<file path="src/rtl/seq_det_pkg.sv">
// Shared types and helpers for the parametrised serial sequence detector.
package seq_det_pkg;

  localparam int ST_W = 2;

  typedef enum logic [ST_W-1:0] {
    ST_FILL  = 2'd0,
    ST_HUNT  = 2'd1,
    ST_MATCH = 2'd2
  } state_t;

  // A length is usable only if it selects at least one bit and fits in the pattern
  function automatic logic len_legal(input int unsigned len, input int unsigned pat_w);
    return (len != 0) && (len <= pat_w);
  endfunction

endpackage

</file>
<file path="src/rtl/seq_det_hist.sv">
// History shift register, fill counter and masked pattern compare for seq_det_param.
module seq_det_hist
  import seq_det_pkg::*;
#(
  parameter int PAT_W = 8,
  parameter int LEN_W = 4
) (
  input  logic             clk,
  input  logic             rst,
  input  logic             clr,
  input  logic             x,
  input  logic             x_valid,
  input  logic             legal,
  input  logic             ovr,
  input  logic [LEN_W-1:0] len,
  input  logic [PAT_W-1:0] pattern,
  output logic             hit,
  output logic             armed
);

  logic [PAT_W-1:0] hist;
  logic [PAT_W-1:0] hist_nx;
  logic [PAT_W-1:0] mask;
  logic [LEN_W-1:0] fill;
  logic [LEN_W-1:0] fill_nx;
  logic [LEN_W:0]   fill_inc;

  // Next history/fill as they would be after accepting x, and the masked compare on that view
  always_comb begin
    hist_nx  = {hist[PAT_W-2:0], x};
    fill_inc = {1'b0, fill} + (LEN_W+1)'(1);
    fill_nx  = (fill_inc >= {1'b0, len}) ? len : fill_inc[LEN_W-1:0];
    for (int i = 0; i < PAT_W; i++) begin
      mask[i] = (i < int'(len));
    end
    armed = (fill_nx >= len);
    hit   = x_valid & legal & armed & (((hist_nx ^ pattern) & mask) == '0);
  end

  // Shift in valid bits; a reconfiguration wipes history and drops the same-cycle sample
  always_ff @(posedge clk) begin
    if (rst || clr) begin
      hist <= '0;
      fill <= '0;
    end else if (x_valid) begin
      hist <= hist_nx;
      fill <= (hit && !ovr) ? '0 : fill_nx;
    end
  end

endmodule

</file>
<file path="src/rtl/seq_det_param.sv">
// Programmable serial bit-sequence detector with Moore match output.
// Optional saturating match counter is built when MATCH_CNT_EN is defined.
module seq_det_param
  import seq_det_pkg::*;
#(
  parameter int                PAT_W       = 8,
  localparam int               LEN_W       = $clog2(PAT_W + 1),
  parameter logic [PAT_W-1:0]  DEF_PATTERN = PAT_W'(6),
  parameter logic [LEN_W-1:0]  DEF_LEN     = LEN_W'(4),
  parameter logic              DEF_OVR     = 1'b1,
  parameter int                CNT_W       = 16
) (
  input  logic             clk,
  input  logic             rst,
  input  logic             x,
  input  logic             x_valid,
  input  logic             cfg_wr,
  input  logic [PAT_W-1:0] cfg_pattern,
  input  logic [LEN_W-1:0] cfg_len,
  input  logic             cfg_ovr,
  input  logic             cnt_clr,
  output logic             z,
  output logic             cfg_err,
  output logic [CNT_W-1:0] match_cnt
);

  state_t           state;
  state_t           state_nx;
  logic [PAT_W-1:0] pattern_r;
  logic [LEN_W-1:0] len_r;
  logic             ovr_r;
  logic             legal;
  logic             hit;
  logic             hit_ok;
  logic             armed;

  assign legal   = len_legal(32'(len_r), PAT_W);
  assign cfg_err = ~legal;
  assign hit_ok  = hit & ~cfg_wr;
  assign z       = (state == ST_MATCH);

  seq_det_hist #(
    .PAT_W (PAT_W),
    .LEN_W (LEN_W)
  ) u_hist (
    .clk     (clk),
    .rst     (rst),
    .clr     (cfg_wr),
    .x       (x),
    .x_valid (x_valid),
    .legal   (legal),
    .ovr     (ovr_r),
    .len     (len_r),
    .pattern (pattern_r),
    .hit     (hit),
    .armed   (armed)
  );

  // Active configuration: defaults at reset, replaced wholesale on cfg_wr
  always_ff @(posedge clk) begin
    if (rst) begin
      pattern_r <= DEF_PATTERN;
      len_r     <= DEF_LEN;
      ovr_r     <= DEF_OVR;
    end else if (cfg_wr) begin
      pattern_r <= cfg_pattern;
      len_r     <= cfg_len;
      ovr_r     <= cfg_ovr;
    end
  end

  // FSM state register
  always_ff @(posedge clk) begin
    if (rst) begin
      state <= ST_FILL;
    end else begin
      state <= state_nx;
    end
  end

  // Next state: reconfiguration or an illegal length pins the FSM in ST_FILL
  always_comb begin
    state_nx = state;
    if (cfg_wr || !legal) begin
      state_nx = ST_FILL;
    end else if (hit_ok) begin
      state_nx = ST_MATCH;
    end else if (x_valid) begin
      state_nx = armed ? ST_HUNT : ST_FILL;
    end else if (state == ST_MATCH) begin
      state_nx = ovr_r ? ST_HUNT : ST_FILL;
    end
  end

`ifdef MATCH_CNT_EN
  // Saturating count of hits; clear beats a same-cycle increment, cfg_wr leaves it alone
  always_ff @(posedge clk) begin
    if (rst || cnt_clr) begin
      match_cnt <= '0;
    end else if (hit_ok && (match_cnt != '1)) begin
      match_cnt <= match_cnt + CNT_W'(1);
    end
  end
`else
  logic unused_cnt_clr;
  assign unused_cnt_clr = cnt_clr;
  assign match_cnt      = '0;
`endif

endmodule
</file>
<file path="config.mk">
export PLATFORM = sky130hd
export DESIGN_NAME = seq_det_param
export DESIGN_NICKNAME = d
export VERILOG_FILES = /design/src/rtl/seq_det_pkg.sv /design/src/rtl/seq_det_hist.sv /design/src/rtl/seq_det_param.sv
export SDC_FILE = /design/constraint.sdc
export NUM_CORES = 1
export LEC_CHECK = 0
export CORE_MARGIN = 2
export CORE_UTILIZATION = 30
export DETAILED_ROUTE_END_ITERATION = 10
export GPL_ROUTABILITY_DRIVEN = 1
export MAX_ROUTING_LAYER = met4
export PLACE_DENSITY = 0.54
export SLEW_MARGIN = 20
export SYNTH_ARGS = -nofsm -noshare
export SYNTH_HDL_FRONTEND = slang
export SYNTH_SLANG_ARGS = --single-unit
</file>
<file path="constraint.sdc">
create_clock -name clk -period 3.1 [get_ports clk]
set_input_delay 0.62 -clock clk [delete_from_list [all_inputs] [get_ports clk]]
set_output_delay 0.62 -clock clk [all_outputs]
set_load 0.01 [all_outputs]
</file>
======== After elaboration in Yosys (flattened, before gate mapping) ========
Cells that the tools add are included.
storage, ports and cells
  bits in registers ....................... 26
  bits of input ports ..................... 19
  output and inout bits ................... 18
  logic and storage cells ................. 47
cells by class
  add/subtract/negate cells ............... 1
  $lt $le $gt $ge ......................... 11
  eq/ne operators ......................... 1
  mux-type cells .......................... 7
  bitwise logic cells ..................... 8
  reductions and logical operators ........ 12
operators by type and width
  kind                 count
  $lt 3x4->1 const A   4
  $and 8x8->8          1
  $logic_not 8->1      1
  $lt 1x4->1 const A   2
  $lt 2x4->1 const A   2
  $mux 4               2
  $xor 8x8->8          1
  $mux 2               3
  $add 4x1->5 const B  1
  $ge 5x4->1           1
  $and 1x1->1          4
  $ge 4x4->1           1
  $le 4x4->1 const B   1
  $reduce_bool 4->1    1
  $reduce_bool 3->1    1
  $reduce_or 3->1      1
  $eq 2x2->1 const B   1
  $logic_and 1x1->1    2
  $logic_not 1->1      2
  $logic_or 1x1->1     2
  $mux 1               2
  $not 1->1            2
  $reduce_bool 2->1    1
  $reduce_or 2->1      1

======== Depth between registers and ports, before layout ========
  word-level depth ........................ 8
  depth in mapped cells ................... 14
  depth with buffers taken out ............ 14

======== By module ========
From an unflattened synthesis, not the netlist that was laid out.
second synthesis, totals
  cells, all modules ...................... 181
  area, all modules ....................... 1659.1 sq um
modules (own cells, without submodules)
  module         instances  cells each  area an instance (sq um)  seq. area each (sq um)
  seq_det_hist   1          109         935.9                     220.2
  seq_det_param  1          72          723.2                     300.3

======== Worst setup path before layout ========
OpenSTA, ideal clock, no wires.
  path type ............................... flip-flop to flip-flop
  start ................................... register u_hist.fill[0]
  end ..................................... register u_hist.fill[0]
  setup time .............................. 0.117 ns
  arrival time ............................ 2.775 ns
  data required time ...................... 2.983 ns
  path slack .............................. 0.207 ns
  stages on the path, launching flop included .. 13
  path buffers ............................ 0
  period minus slack after synthesis ...... 2.893 ns
  cell sequence ........................... dfxtp_1 ha_1 xor2_1 ha_1 a21oi_1 o21ai_1 a21oi_2 mux2_2 ha_1 o21ai_0 o21bai_1 nand4_2 a32o_2
between the ends
  word-level cells in the longest chain between the ends .. 8
RTL lines
  what                       RTL line            RTL
  from (decl)                seq_det_hist.sv:24  logic [LEN_W-1:0] fill;
  from (signal assigned)     seq_det_hist.sv:47  fill <= (hit && !ovr) ? '0 : fill_nx;
  $add 4x1->5 (*)            seq_det_hist.sv:31  fill_inc = {1'b0, fill} + (LEN_W+1)'(1);
  $ge 5x4->1                 seq_det_hist.sv:32  fill_nx = (fill_inc >= {1'b0, len}) ? len : fill_inc[LEN_W-1:0];
  $mux 4 (*)                 seq_det_hist.sv:32
  $ge 4x4->1                 seq_det_hist.sv:36  armed = (fill_nx >= len);
  $and 1x1->1 (2 in series)  seq_det_hist.sv:37  hit = x_valid & legal & armed & (((hist_nx ^ pattern) & mask) == '0);
  $logic_and 1x1->1          seq_det_hist.sv:47
  $mux 4 (*)                 seq_det_hist.sv:47
Mark *: on every way between the ends. The rest lies on a longest branch, timed or not.
A chain may end at the register's enable or synchronous reset.

======== Worst setup path in the final report ========
Ends and elaborated chain as after synthesis.

==> metrics.cfg <==
[synthesis]
synth_compound_area_share_pct = 11.86
ys_seq_elements = 26
yosysMostFrequentCell = dfxtp_1
synth_top_family_by_area = multiplexers
ys_warn_count = 0
netlist_top_cells_area = dfxtp_1, mux2i_1, buf_4
syn_inst = 162
yosys.area_share.adder_pct = 7.311
synth-main-ff-cell = dfxtp_1
synthXorXnorAreaFrac_pct = 6.255
synth_top_area_share_pct = 33.79
yosysTopAreaCell = dfxtp_1
yosysSeqAreaShare_pct = 33.79
async_flop_share_pct = 0
syn_area_per_cell_um2 = 9.508
synth_area_um2 = 1540
synth.area.mux_share_pct = 15.19
yosys.area_share.simple_pct = 12.51
synth_edf_count = 0
synth_cell_types = 40
synth_common_cells = dfxtp_1, mux2i_1, nor2_1

[worst_setup_path]
startpoint_type = register
reg2reg_to = u_hist.fill[0]
arrival_ps = 3250
critPathSlowestCell = dfxtp_2
cpPeakStageDelay_ps = 350
cp.required_ps = 3270
crit_family = compound AO/OA/AOI/OAI gates
end_kind = register
r2r-start = u_hist.fill[0]
crit_cells = 13
cp_cell_sequence = ha_4 -> xor2_2 -> ha_1 -> a21oi_2 -> o21ai_1 -> a21oi_2 -> buf_4 -> mux2_4 -> ha_4 -> a211oi_2 -> o21bai_2 -> nand4_2 -> a32o_2
crit_type = reg -> reg
rr_worst_depth = 13
cp_max_fo = 4
critPathBufInv = 1
crit_path_start = u_hist.fill[0]
reg2reg_slack_ps = 20
crit_end = u_hist.fill[0]

[grt]
track_usage_pct = 11.48
top_usage_layer = met2
use_met2_pct = 19.52
grt_overflow = 0
grt_max_degree = 15
grtUsageMet1_pct = 13.87
grt_pass1_vias = 1070
grtUsageMet3_pct = 1.587
grt_pass1_wl_um = 4830
antenna_found_initial = 0

[finish]
drive_gt1_share_pct = 23.32
diodes = 0
layout.cells.non_filler = 263
syn2layout_area_growth_pct = 26.48
layout.nets = 222
fillers = 520

[place]
dpl.cell_count = 255
dp_hpwl_um = 2264
globalplace.congestion = 0.7980
io_buffer_count = 19

[sta]
fmax_ghz = 0.3247
setup_viol = 0
final_period_minus_worst_setup_slack_ps = 3080
fin_skew_ps = 3.216
holdWs_ps = 514.8
tightest_slew_ps = 557.2
slew_violations = 0
slew_headroom_pct = 62.74
rsz0062_at_grt = yes
hold_violations = 0
min_period_over_period_pct = 99.36

[pwr]
p_per_area_nw_per_um2 = 387.9
power.static_leakage_nw = 0.8910
vdd_drop_max_v = 0.0002502
p_total_mw = 0.7557

[clock_tree]
clockBufferDepth = 2
cts_tree = built
cts-root-buf = clkbuf_8
clock-sinks = 26
cts_max_level = 1
cts_buffers = 3
clk_pin_slew_ps = 80
clk_latency_ps = 270

[drt]
wire_per_inst_um = 11.29
vias = 1124
viasPerCell = 4.274
routed_wl_um = 2969
drt-initial-drc-count = 27
drc = 0
antenna_left = 0
firstDrtPassIters = 4

[floorplanning]
die-area_um2 = 5723
io_pins = 37
dieWidth_um = 75.65
core-area_um2 = 5042
die_h_um = 75.65
rows = 26
start_util_pct = 30.55

[status]
outcome = finished, final reports clean

[flow_run]
max-cap-violations = 0

[hold_path]
hp-class = reg -> reg
hold_path_startpoint = pattern_r[1]

[flip-flops by register name (all words and copies together) (netlist names)]
register     count
u_hist.fill      4
len_r            4
ovr_r            1
pattern_r        8
state            2
u_hist.hist      7
[tightest hold or removal path, delay by kind of cell, from the launching register on]
family | cells | cell delay, ps
and+or+nand+nor | 1 | 60
DFF | 1 | 360
muxes | 1 | 70
[through the flow]
step           utilization, %  cell area [µm²]  setup TNS (ps)  setup slack, ps
2_1_floorplan               -             1597               0            207.2
3_3_place_gp            35.71             1800          -335.4           -84.74
3_5_place_dp            35.71             1800          -344.5           -87.28
4_1_cts                 36.87             1859               0            3.512
5_1_grt                 38.64             1948          -872.5           -156.7
6_report                38.64             1948               0            19.82
[timing repair]
| action | CTS | global route |
|---|---|---|
| pin swaps | 1 | 13 |
| setup endpoints to repair | 4 | 6 |
| buffers inserted | 0 | 4 |
| resized for setup | 1 | 11 |
| hold buffers | 0 | 0 |
[cell type report]
| cell class | instances | area [µm²] | share of cell area, % |
|---|---|---|---|
| multi-input cells | 120 | 934.6 | 47.98 |
| flip-flops and latches | 26 | 523.0 | 26.85 |
| repair buffers | 36 | 321.6 | 16.51 |
| well taps | 70 | 87.58 | 4.496 |
| clock buffers | 4 | 55.05 | 2.826 |
| inverters | 7 | 26.28 | 1.349 |
[how the worst min path moves through the flow]
stage | cells past startpoint | endpoint
after floorplan | 2 | pattern_r[1]
after global placement | 2 | pattern_r[2]
after detailed placement | 2 | ovr_r
after CTS | 2 | ovr_r
after global routing | 2 | pattern_r[2]
final | 2 | pattern_r[1]
[report_power, final]
part | internal [mW] | switching (mW)
registers | 0.347 | 0.00903
clock network | 0.114 | 0.103
logic | 0.0986 | 0.0843
total | 0.559 | 0.197
[placed cells by master (no fill, tap or decap), types with 3 or more instances in the layout]
cell	synthesis	layout
a21oi_1	4	3
ha_1	9	7
clkdlybuf4s50_1	0	19
conb_1	1	16
a32o_2	4	4
dfxtp_1	26	24
nor2_1	19	19
nand2_1	5	5
mux2i_1	20	20
inv_1	6	6
buf_4	17	16
clkbuf_8	0	4
xnor2_1	8	8
[logic make-up after synthesis]
group | Yosys count
xor+xnor | 11
simple gates | 38
buf+inv | 31
other cells | 1
fa+ha+maj | 9
compound gates | 23
flops | 26
mux | 23
[layer usage]
metal / share of wire (%) / wire length, µm / vias up
met3: 2.4 / 70 / 5
met2: 52 / 1539 / 25
met4: 1.4 / 41 / 0
li1: - / - / 585
met5: 0 / 0 / -
met1: 44 / 1317 / 509
Power figures use the tool's default switching activity.
